**config.mk**
```make
export PLATFORM = sky130hd
export DESIGN_NAME = uart_tx_ctrl
export DESIGN_NICKNAME = d
export VERILOG_FILES = /design/src/rtl/uart_tx_ctrl.sv
export SDC_FILE = /design/constraint.sdc
export NUM_CORES = 1
export LEC_CHECK = 0
export ABC_AREA = 1
export BUFFER_PORTS_ARGS = -buffer_cell sky130_fd_sc_hd__buf_4
export CAP_MARGIN = 10
export CELL_PAD_IN_SITES_DETAIL_PLACEMENT = 2
export CELL_PAD_IN_SITES_GLOBAL_PLACEMENT = 2
export CORE_MARGIN = 2
export CORE_UTILIZATION = 34
export DETAILED_ROUTE_END_ITERATION = 7
export PLACE_DENSITY = 0.87
export REMOVE_ABC_BUFFERS = 1
export SYNTH_ARGS = -nofsm -noshare
export SYNTH_HDL_FRONTEND = slang
export SYNTH_SLANG_ARGS = --single-unit
```
**constraint.sdc**
```tcl
create_clock -name clk -period 2 [get_ports clk]
set_input_delay 0.1 -clock clk [delete_from_list [all_inputs] [get_ports clk]]
set_output_delay 0.1 -clock clk [all_outputs]
set_load 0.01 [all_outputs]
```
**src/rtl/uart_tx_ctrl.sv**
```systemverilog
// uart_tx_ctrl: sequences one UART frame (start, 8 data LSB-first, optional parity, stop) per accepted byte
// Ports:
//   clk        system clock, rising edge
//   rst        asynchronous active-low reset
//   tx_data    byte to send, sampled only at the handshake
//   tx_valid   tx_data is valid
//   tx_ready   controller can accept a byte (combinational, high only in IDLE)
//   tx         registered serial line, idle high
//   busy       registered, frame in progress
//   frame_done registered one-cycle pulse on the last cycle of the final stop bit
module uart_tx_ctrl #(
    parameter int BIT_TIME  = 5208,
    parameter int N         = 13,
    parameter int PARITY    = 0,
    parameter int STOP_BITS = 1
) (
    input  logic       clk,
    input  logic       rst,
    input  logic [7:0] tx_data,
    input  logic       tx_valid,
    output logic       tx_ready,
    output logic       tx,
    output logic       busy,
    output logic       frame_done
);
    localparam logic [N-1:0] BT       = N'(BIT_TIME);
    localparam logic         PAR_EN   = PARITY == 1 || PARITY == 2;
    localparam logic         ODD      = PARITY == 2;
    localparam logic         TWO_STOP = STOP_BITS == 2;

    typedef enum logic [2:0] {IDLE, START, DATA, PAR, STOP} state_t;

    state_t       state;
    logic [N-1:0] timer;
    logic [7:0]   shift;
    logic [2:0]   idx;
    logic         stop_cnt;
    logic         par;
    logic         bit_end;
    logic         last_stop;
    logic         enter_final;
    logic         fd_set;

    assign tx_ready  = state == IDLE;
    assign bit_end   = timer == '0;
    assign last_stop = !TWO_STOP || stop_cnt;
    // With a zero bit timer the final stop cycle is also its first, so the pulse is raised on entry
    assign enter_final = bit_end && ((state == STOP && !last_stop) ||
                         (!TWO_STOP && (state == PAR || (state == DATA && idx == 3'd7 && !PAR_EN))));
    assign fd_set = (state == STOP && last_stop && timer == N'(1)) || (BIT_TIME == 0 && enter_final);

    always_ff @(posedge clk or negedge rst) begin
        if (!rst) begin
            state      <= IDLE;
            timer      <= BT;
            shift      <= '0;
            idx        <= '0;
            stop_cnt   <= 1'b0;
            par        <= 1'b0;
            tx         <= 1'b1;
            busy       <= 1'b0;
            frame_done <= 1'b0;
        end else begin
            frame_done <= fd_set;
            timer      <= (state == IDLE || bit_end) ? BT : timer - N'(1);
            case (state)
                IDLE: if (tx_valid) begin
                    state <= START;
                    shift <= tx_data;
                    // parity is fixed from the latched byte because the shift register is consumed
                    par   <= ^tx_data ^ ODD;
                    tx    <= 1'b0;
                    busy  <= 1'b1;
                end
                START: if (bit_end) begin
                    state <= DATA;
                    idx   <= '0;
                    tx    <= shift[0];
                end
                DATA: if (bit_end) begin
                    shift <= shift >> 1;
                    idx   <= idx + 3'd1;
                    if (idx == 3'd7) begin
                        state    <= PAR_EN ? PAR : STOP;
                        tx       <= PAR_EN ? par : 1'b1;
                        stop_cnt <= 1'b0;
                    end else begin
                        tx <= shift[1];
                    end
                end
                PAR: if (bit_end) begin
                    state    <= STOP;
                    tx       <= 1'b1;
                    stop_cnt <= 1'b0;
                end
                STOP: if (bit_end) begin
                    if (last_stop) begin
                        state    <= IDLE;
                        busy     <= 1'b0;
                        stop_cnt <= 1'b0;
                    end else begin
                        stop_cnt <= 1'b1;
                    end
                end
                default: state <= IDLE;
            endcase
        end
    end
endmodule

```
==> impl_metrics.csv, run 1 <==
group,metric,value,unit
sta,fin_skew,0.006017,ns
sta,rsz0062_at_grt,"no",
routing,drtPass1Iterations,4,
routing,routed_wl,4.077,mm
yosys,synth_flop_cell,"dfrtp_1",
final_layout,multi_input_comb_area,780.7,sq um
sta,period_needed,1.679,ns
yosys,seq_area_frac_synth,46.58,%
floorplanning,rows,25,
yosys,yosys_warnings,0,
worst_setup_path,critPathMaxFanout,13,
pwr,p_per_area,1252,mW/mm^2
routing,wl_per_cell,14.51,um
worst_setup_path,criticalPathCategory,"flip-flop to flip-flop",
clock_tree,cts_made_buffers,5,
global_routing,grt_pass1_wl,7.148,mm
final_layout,fin_nets,241,
global_routing,grt_pass1_vias,1490,
clock_tree,clock_latency,0.28,ns
worst_setup_path,crit_path_end_kind,"flip-flop",
worst_setup_path,startpoint_type,"flip-flop",
floorplanning,core,0.004661,sq mm
global_routing,antenna_found_initial,0,
routing,postRouteAntennaNets,0,
pwr,switching_share,42.08,%
final_layout,mostFrequentLayoutCell,"nand2_1",
placed_design,gp_congestion,0.7417,
final_layout,mostFrequentLayoutCells,"nand2_1 (75), dfrtp_1 (24), nor2_1 (23)",
floorplanning,ios,15,
clock_tree,ctsResizeCount,0,
sta,maxSlewViolCount,0,
pwr,intPower,0.001358,W
sta,max_freq,0.5954,GHz
worst_setup_path,crit_arrival,1.91,ns
placed_design,dp_hpwl,2.962,mm
routing,vias,1398,
final_layout,seq_area,758.2,sq um
sta,holdWs,0.09604,ns
worst_setup_path,crit_required,2.23,ns
routing,drc,0,
yosys,ys_ff_latch,30,
global_routing,gr-total-overflow,0,
routing,viasPerCell,4.975,
placed_design,io_buffer_count,14,
clock_tree,htreeDepth,2,
run,drv_cap,0,
floorplanning,die_w,73.20,um
pwr,leakagePower,0.9610,nW
status,status,"finished clean",
clock_tree,cts_root_buffer,"clkbuf_8",
clock_tree,cts_max_path_buffers,2,
yosys,avgSynthCellArea,7.902,sq um
floorplanning,fp.dieH,73.20,um
clock_tree,cts.reportedPaths.clkPinSlew,0.06,ns
sta,finalSetupViolations,0,
yosys,synthArstFlopShare,100.0,%
sta,final.setup.tns,0,ns
global_routing,grt.total_usage,17.61,%
sta,slew_headroom,69.93,%
final_layout,nFillCells,547,
sta,finalWorstSetupSlack,0.3206,ns
yosys,synth-edff-count,0,
pwr,combPwrFrac,38.5,%
worst_hold_path,hp-class,"input port to flip-flop",
yosys,synthCells,206,
pwr,seq_power_share,41.4,%
floorplanning,initial_core_util,34.93,%
sta,finalHoldViolCount,0,
final_layout,synthToLayoutAreaGrowth,14.99,%
yosys,netlist_area,0.001628,sq mm
clock_tree,clock_sinks,30,
clock_tree,post_cts_buffers,0,
floorplanning,dieArea,0.005358,sq mm
pwr,switching_power,0.0009866,W
placed_design,place_ws,0.3531,ns
pwr,power_frac_clock,20.1,%
clock_tree,cts_tree,"done",
pwr,ir_worst_vdd,0.3642,mV
final_layout,drive_above_1_share,18.50,%
final_layout,diodes,0,
global_routing,grt_max_degree,31,
yosys,synth_cell_types,28,
sta,period_share,83.97,%
routing,drt_iter0_drc,43,
sta,tightest_slew,0.4476,ns
registers in the layout, summed over array words and instances (netlist names):
signal and flops:
timer 13, busy 1, frame_done 1, idx 3, shift 8, state 3
tx 1
Yosys cell counts, drive strengths merged, types with 3 or more instances:
library cell	number	share of area, %
a21oi	4	1.2
dfrtp	24	37
dfstp	6	9.7
ha	4	3.1
inv	18	4.3
nand2	81	20
nand3	21	7.2
nor2	29	9.4
o21ai	3	0.92
xnor2	3	1.6
power groups by stage:
stage	combinational, W	sequential, W	clock, W
final	0.000903	0.000970	0.000472
after global routing	0.00106	0.000994	0.000515
after CTS	0.000928	0.000969	0.000493
after detailed placement	0.000909	0.000976	0
after global placement	0.000868	0.000967	0
after floorplan	0.000671	0.000933	0
stage by stage:
stage	utilization [%]	total power (W)	instances	cell area, sq um
global placement	38.23	0.001835	272	1782
global route	40.16	0.002567	281	1872
floorplan	-	0.001604	204	1609
detailed placement	38.23	0.001885	272	1782
finish	40.16	0.002344	281	1872
CTS	40.16	0.002390	281	1872
final cells by class:
| cell class | count | share of cell area (%) |
|---|---|---|
| Multi-Input combinational cell | 156 | 41.71 |
| Sequential cell | 30 | 40.51 |
| Timing Repair Buffer | 15 | 6.150 |
| Clock buffer | 8 | 4.278 |
| Inverter | 18 | 3.743 |
| Tap cell | 54 | 3.610 |
layer usage:
metal / part of all wire, % / global-route usage [%] / up-vias / wire length (um)
met5: 0 / 0 / - / 0
met4: 1.8 / 6.790 / 0 / 72
met3: 2.3 / 3.315 / 7 / 94
met2: 49 / 27.83 / 15 / 1981
met1: 47 / 23.83 / 686 / 1928
li1: - / - / 690 / -
worst paths after layout:
check                                    from                   end  slack [ns]  cells after the start
setup reg to reg           timer[0]$_DFF_PN0_  shift[0]$_DFFE_PN0P_        0.32                      8
hold / removal                     tx_data[7]  shift[7]$_DFFE_PN0P_         0.1                      5
setup / recovery           timer[0]$_DFF_PN0_  shift[0]$_DFFE_PN0P_        0.32                      8
hold reg to reg                tx$_DFFE_PN1P_        tx$_DFFE_PN1P_        0.49                      2
max in group asynchronous                 rst    timer[4]$_DFF_PN1_        1.40                      2
min in group asynchronous                 rst  state[1]$_DFFE_PN0P_        0.28                      2
critical path: stages, from the launching register on:
cell and delay [ns]:
dfrtp_1 0.42, inv_1 0.09, ha_1 0.22, nand2_2 0.14
nor2_8 0.19, nand3_4 0.17, nand2_2 0.21, nand2_1 0.11
nand2_1 0.07
kinds of logic (layout without fill, tap and decap cells):
kind of cell             Yosys count  after routing  synth area share (%)
flip-flops                        30             30                 46.58
adder cells (fa/ha/maj)            4              4                 3.075
AND/OR/NAND/NOR                  138            138                 39.20
AO/OA/AOI/OAI                      9              9                 2.998
XOR/XNOR                           5              5                 2.691
buffers and inverters             20             41                 5.458
repair_timing:
action                                  4_1_cts  5_1_grt
hold buffers                                  1        0
endpoints found under the setup margin        0        0
endpoints found under the hold margin        24        0
Note: power is estimated with default switching activity, not from simulation.
==> run 2, diff against run 1 <==
- clock period: 2 -> 1.75 ns (I/O delays scaled with it)
==> run 2 against run 1 <==
Clock skew grew 0.0027 ns. Global-route usage is the same. Highest routed layer unchanged. Critical path depth is the same. Critical endpoint is now shift[1]$_DFFE_PN0P_. Die area is the same. Design area grew 0.40%. Maximum frequency grew 5.1%. Sequential power grew 14%.
==> impl_metrics.csv, run 2 (synthesis results as in run 1) <==
group,metric,value,unit
status,status,"finished clean",
sta,final.setup.tns,0,ns
worst_setup_path,crit_arrival,1.82,ns
placed_design,placed_cell_area,0.001782,sq mm
sta,slew_headroom,70.31,%
floorplanning,ios,15,
global_routing,grt_pass1_wl,7.148,mm
routing,wl_per_cell,14.69,um
worst_setup_path,crit_path_end_kind,"flip-flop",
sta,finalHoldViolCount,0,
routing,drc,0,
global_routing,gr-total-overflow,0,
final_layout,fin_area,0.001879,sq mm
routing,routed_wl,4.129,mm
final_layout,regMostFlops,"timer",
worst_setup_path,path_cells,"inv_1, ha_2, nand2_2, nor2_8, nand3_4, nand2_4, nand2_1, nand2_1",
sta,rsz0062_at_grt,"no",
clock_tree,cts_tree,"done",
worst_setup_path,startpoint_type,"flip-flop",
sta,period_share,91.30,%
sta,fin_skew,0.008694,ns
clock_tree,htreeDepth,2,
sta,tightest_slew,0.4420,ns
worst_setup_path,path_common_cell,"nand2_1",
placed_design,io_buffer_count,14,
floorplanning,initial_core_util,34.93,%
worst_setup_path,cp_slowest_cell,"dfrtp_1",
clock_tree,cts_max_path_buffers,2,
worst_setup_path,criticalPathCategory,"flip-flop to flip-flop",
sta,holdWs,0.08395,ns
worst_setup_path,cpPeakStageDelay,0.42,ns
clock_tree,clock_latency,0.28,ns
final_layout,multi_input_comb_area,788.3,sq um
run,drv_cap,0,
worst_hold_path,hp-class,"input port to flip-flop",
global_routing,antenna_found_initial,0,
clock_tree,cts_made_buffers,5,
final_layout,drive_above_1_share,18.94,%
placed_design,dp_hpwl,2.962,mm
clock_tree,clock_sinks,30,
pwr,p_per_area,1433,mW/mm^2
final_layout,mostFrequentLayoutCells,"nand2_1 (75), dfrtp_1 (24), nor2_1 (23)",
final_layout,diodes,0,
clock_tree,post_cts_buffers,0,
pwr,ir_worst_vdd,0.4585,mV
routing,drtPass1Iterations,4,
worst_setup_path,cp_top_family,"simple AND/OR/NAND/NOR gates",
floorplanning,fp.dieH,73.20,um
worst_setup_path,critPathMaxFanout,13,
global_routing,grt_max_degree,31,
routing,vias,1392,
final_layout,synthToLayoutAreaGrowth,15.45,%
global_routing,grt.total_usage,17.61,%
final_layout,fin_nets,241,
final_layout,reg_top3,"timer (13), shift (8)",
final_layout,nFillCells,547,
routing,postRouteAntennaNets,0,
routing,drt_iter0_drc,46,
sta,maxSlewViolCount,0,
clock_tree,cts.reportedPaths.clkPinSlew,0.06,ns
final_layout,mostFrequentLayoutCell,"nand2_1",
placed_design,dp.cells,272,
final_layout,largest_reg_flops,13,
clock_tree,cts_root_buffer,"clkbuf_8",
final_layout,seq_area,758.2,sq um
floorplanning,die_w,73.20,um
floorplanning,dieArea,0.005358,sq mm
floorplanning,core,0.004661,sq mm
sta,period_needed,1.598,ns
pwr,leakagePower,0.9603,nW
routing,viasPerCell,4.954,
sta,finalSetupViolations,0,
final_layout,layout.cells.non_filler,281,
global_routing,grt_pass1_vias,1490,
pwr,total_power,0.002693,W
sta,max_freq,0.6259,GHz
worst_setup_path,path_buf_inv,1,
placed_design,gp_congestion,0.7416,
floorplanning,rows,25,
worst_setup_path,crit_required,1.97,ns
[run 2: worst paths after layout]
path,startpoint,endpoint,slack [ns],cells after the start
setup / recovery,timer[0]$_DFF_PN0_,shift[1]$_DFFE_PN0P_,0.15,8
hold / removal,tx_data[7],shift[7]$_DFFE_PN0P_,0.08,5
setup reg to reg,timer[0]$_DFF_PN0_,shift[1]$_DFFE_PN0P_,0.15,8
hold reg to reg,tx$_DFFE_PN1P_,tx$_DFFE_PN1P_,0.49,2
max in group asynchronous,rst,timer[4]$_DFF_PN1_,1.16,2
min in group asynchronous,rst,state[1]$_DFFE_PN0P_,0.27,2
[run 2: final cells by class]
| type | instances | area share [%] |
|---|---|---|
| flip-flops and latches | 30 | 40.35 |
| inverters | 18 | 3.728 |
| multi-input cells | 156 | 41.94 |
| clock buffers | 8 | 4.261 |
| repair buffers | 15 | 6.125 |
| well taps | 54 | 3.595 |
[run 2: worst register-to-register path: cells and delay by family, from the launching register on]
kind | cells | cell delay (ns)
AND/OR/NAND/NOR | 6 | 0.83
flip-flops | 1 | 0.42
adder cells (fa/ha/maj) | 1 | 0.22
buffers and inverters | 1 | 0.08
[run 2: metal layers]
layer / GRT usage [%] / wire length, um / share of wire [%]
met3: 3.315 / 114 / 2.8
met1: 23.83 / 1938 / 47
met5: 0 / 0 / 0
met4: 6.790 / 65 / 1.6
met2: 27.83 / 2010 / 49
[run 2: report_power, final]
part | switching, W | leakage (nW) | internal, W
sequential | 0.000192 | 0.371 | 0.000915
clock | 0.000251 | 0.0395 | 0.000282
combinational | 0.000689 | 0.550 | 0.000364
total | 0.00113 | 0.960 | 0.00156
[run 2: through the flow]
| step | util, % | setup slack [ns] |
|---|---|---|
| floorplan | - | 0.3400 |
| global placement | 38.23 | 0.1971 |
| detailed placement | 38.23 | 0.1031 |
| CTS | 40.16 | 0.04575 |
| global route | 40.32 | 0.02996 |
| finish | 40.32 | 0.1522 |
[run 2: what timing repair did]
item / 4_1_cts / 5_1_grt
hold buffers: 1 / 0
gates resized for setup: 0 / 2
endpoints found under the setup margin: 0 / 11
hold endpoints to repair: 24 / 0
==> run 3, diff against run 2 <==
- CORE_ASPECT_RATIO: default -> 1.1
==> run 3 against run 2 <==
Flip-flop and latch count is the same. Sequential share of layout area shrank 0.21 points. Maximum frequency down 0.50%. Clock power rose by 3%. Die area hardly changed. Global-route usage increased by 2.4 points. Wire length is 18% higher. First-iteration DRC count is 26% lower.
==> impl_metrics.csv, run 3 (synthesis results as in run 1) <==
group,metric,value,unit
floorplanning,initial_core_util,35.24,%
sta,holdWs,0.08849,ns
sta,maxSlewViolCount,0,
global_routing,antenna_found_initial,0,
worst_setup_path,path_common_cell,"nand2_1",
final_layout,nFillCells,547,
placed_design,gp_congestion,0.7407,
clock_tree,cts_made_buffers,5,
run,drv_cap,0,
final_layout,mostFrequentLayoutCell,"nand2_1",
worst_setup_path,cp_slowest_cell,"dfrtp_1",
clock_tree,cts_max_path_buffers,2,
final_layout,synthToLayoutAreaGrowth,16.06,%
final_layout,diodes,0,
global_routing,grt_pass1_vias,1620,
pwr,seq_power_share,40.1,%
clock_tree,clock_latency,0.29,ns
pwr,ir_worst_vdd,0.4726,mV
pwr,switching_power,0.001189,W
worst_setup_path,cp_top_family,"simple AND/OR/NAND/NOR gates",
sta,max_freq,0.6228,GHz
floorplanning,fp.dieH,76.57,um
final_layout,fin_nets,242,
routing,routed_wl,4.884,mm
routing,wl_per_cell,17.20,um
pwr,total_power,0.002756,W
worst_setup_path,reg2reg_from,"timer[0]$_DFF_PN0_",
clock_tree,cts_tree,"done",
worst_setup_path,r2r_slack,0.14,ns
sta,slew_headroom,67.75,%
worst_setup_path,critPathMaxFanout,13,
worst_hold_path,hold_path_end,"shift[3]$_DFFE_PN0P_",
pwr,leakagePower,0.9657,nW
worst_setup_path,path_buf_inv,1,
final_layout,mostFrequentLayoutCells,"nand2_1 (75), dfrtp_1 (24), nor2_1 (23)",
clock_tree,post_cts_buffers,0,
worst_hold_path,hp-start,"tx_data[3]",
worst_setup_path,reg2reg_depth,8,
floorplanning,die_w,69.97,um
routing,drc,0,
routing,postRouteAntennaNets,0,
status,status,"finished clean",
floorplanning,dieArea,0.005358,sq mm
worst_setup_path,crit_required,1.97,ns
sta,fin_skew,0.002185,ns
sta,finalSetupViolations,0,
placed_design,io_buffer_count,14,
clock_tree,clock_sinks,30,
final_layout,drive_above_1_share,19.30,%
worst_setup_path,cpPeakStageDelay,0.43,ns
sta,final.setup.tns,0,ns
floorplanning,rows,26,
placed_design,dp_hpwl,3.341,mm
worst_setup_path,crit_path_end_kind,"flip-flop",
routing,drtPass1Iterations,4,
routing,drt_iter0_drc,34,
routing,vias,1454,
global_routing,grt_pass1_wl,8.155,mm
worst_setup_path,r2r-end,"shift[4]$_DFFE_PN0P_",
clock_tree,htreeDepth,2,
floorplanning,core,0.004619,sq mm
pwr,combPwrFrac,40.0,%
clock_tree,cts.reportedPaths.clkPinSlew,0.06,ns
sta,period_needed,1.606,ns
worst_setup_path,crit_arrival,1.83,ns
final_layout,fin_area,0.001889,sq mm
worst_setup_path,path_cells,"inv_1, ha_2, nand2_2, nor2_8, nand3_4, nand2_4, nand2_1, nand2_1",
final_layout,reg_top3,"timer (13), shift (8)",
pwr,p_per_area,1459,mW/mm^2
clock_tree,cts_root_buffer,"clkbuf_8",
pwr,power_frac_clock,19.9,%
sta,rsz0062_at_grt,"no",
global_routing,gr-total-overflow,0,
sta,period_share,91.76,%
sta,finalHoldViolCount,0,
floorplanning,ios,15,
worst_setup_path,startpoint_type,"flip-flop",
placed_design,placed_cell_area,0.001792,sq mm
worst_hold_path,hp-class,"input port to flip-flop",
global_routing,grt.total_usage,20.02,%
pwr,intPower,0.001567,W
sta,tightest_slew,0.4801,ns
pwr,switching_share,43.14,%
final_layout,largest_reg_flops,13,
final_layout,regMostFlops,"timer",
global_routing,grt_max_degree,31,
worst_hold_path,hold_depth,5,
routing,viasPerCell,5.120,
worst_setup_path,criticalPathCategory,"flip-flop to flip-flop",
[run 3: worst max path at each step]
stage                                   from                   end  slack [ns]  cells past startpoint
after global routing      timer[0]$_DFF_PN0_  shift[4]$_DFFE_PN0P_        0.02                      8
final                     timer[0]$_DFF_PN0_  shift[4]$_DFFE_PN0P_        0.14                      8
after detailed placement  timer[0]$_DFF_PN0_  shift[3]$_DFFE_PN0P_        0.10                      8
after floorplan           timer[0]$_DFF_PN0_    timer[7]$_DFF_PN0_        0.34                      9
after CTS                 timer[0]$_DFF_PN0_  shift[4]$_DFFE_PN0P_        0.02                      8
after global placement    timer[0]$_DFF_PN0_  shift[4]$_DFFE_PN0P_        0.17                      8
[run 3: tightest hold or removal path: stages]
cell and delay [ns]:
buf_4 0.07, nand2_1 0.04, nand2_1 0.05, nand2_1 0.05
nand2_1 0.05
[run 3: power by group through the flow]
stage,registers [W],clock network (W),logic [W]
finish,0.00111,0.000548,0.00110
detailed placement,0.00111,0,0.00108
floorplan,0.00107,0,0.000766
global placement,0.00111,0,0.00101
CTS,0.00111,0.000562,0.00113
global route,0.00114,0.000596,0.00127
[run 3: area by class of cell]
class	instances	area, sq um	share of cell area, %
multi-input cells	156	788.3	41.72
flip-flops and latches	30	758.2	40.13
repair buffers	16	122.6	6.490
clock buffers	8	80.08	4.238
inverters	18	70.07	3.709
well taps	56	70.07	3.709
[run 3: layer usage]
| metal | share of wire (%) | vias up | wire, um | GRT usage (%) |
|---|---|---|---|---|
| met5 | 0 | - | 0 | 0 |
| met4 | 1.7 | 0 | 81 | 6.923 |
| met3 | 2.8 | 8 | 137 | 4.365 |
| met2 | 55 | 26 | 2663 | 35.43 |
| met1 | 41 | 727 | 2001 | 23.71 |
| li1 | - | 693 | - | - |
[run 3: stage by stage]
step | std cells | setup slack, ns | util (%)
global route | 284 | 0.01824 | 40.90
floorplan | 204 | 0.3400 | -
finish | 284 | 0.1442 | 40.90
CTS | 284 | 0.02126 | 40.74
detailed placement | 275 | 0.1003 | 38.79
global placement | 275 | 0.1701 | 38.79
[run 3: what timing repair did]
item | CTS | global route
endpoints found under the hold margin | 24 | 0
setup endpoints to repair | 0 | 9
resized for setup | 0 | 2
hold buffers | 1 | 0
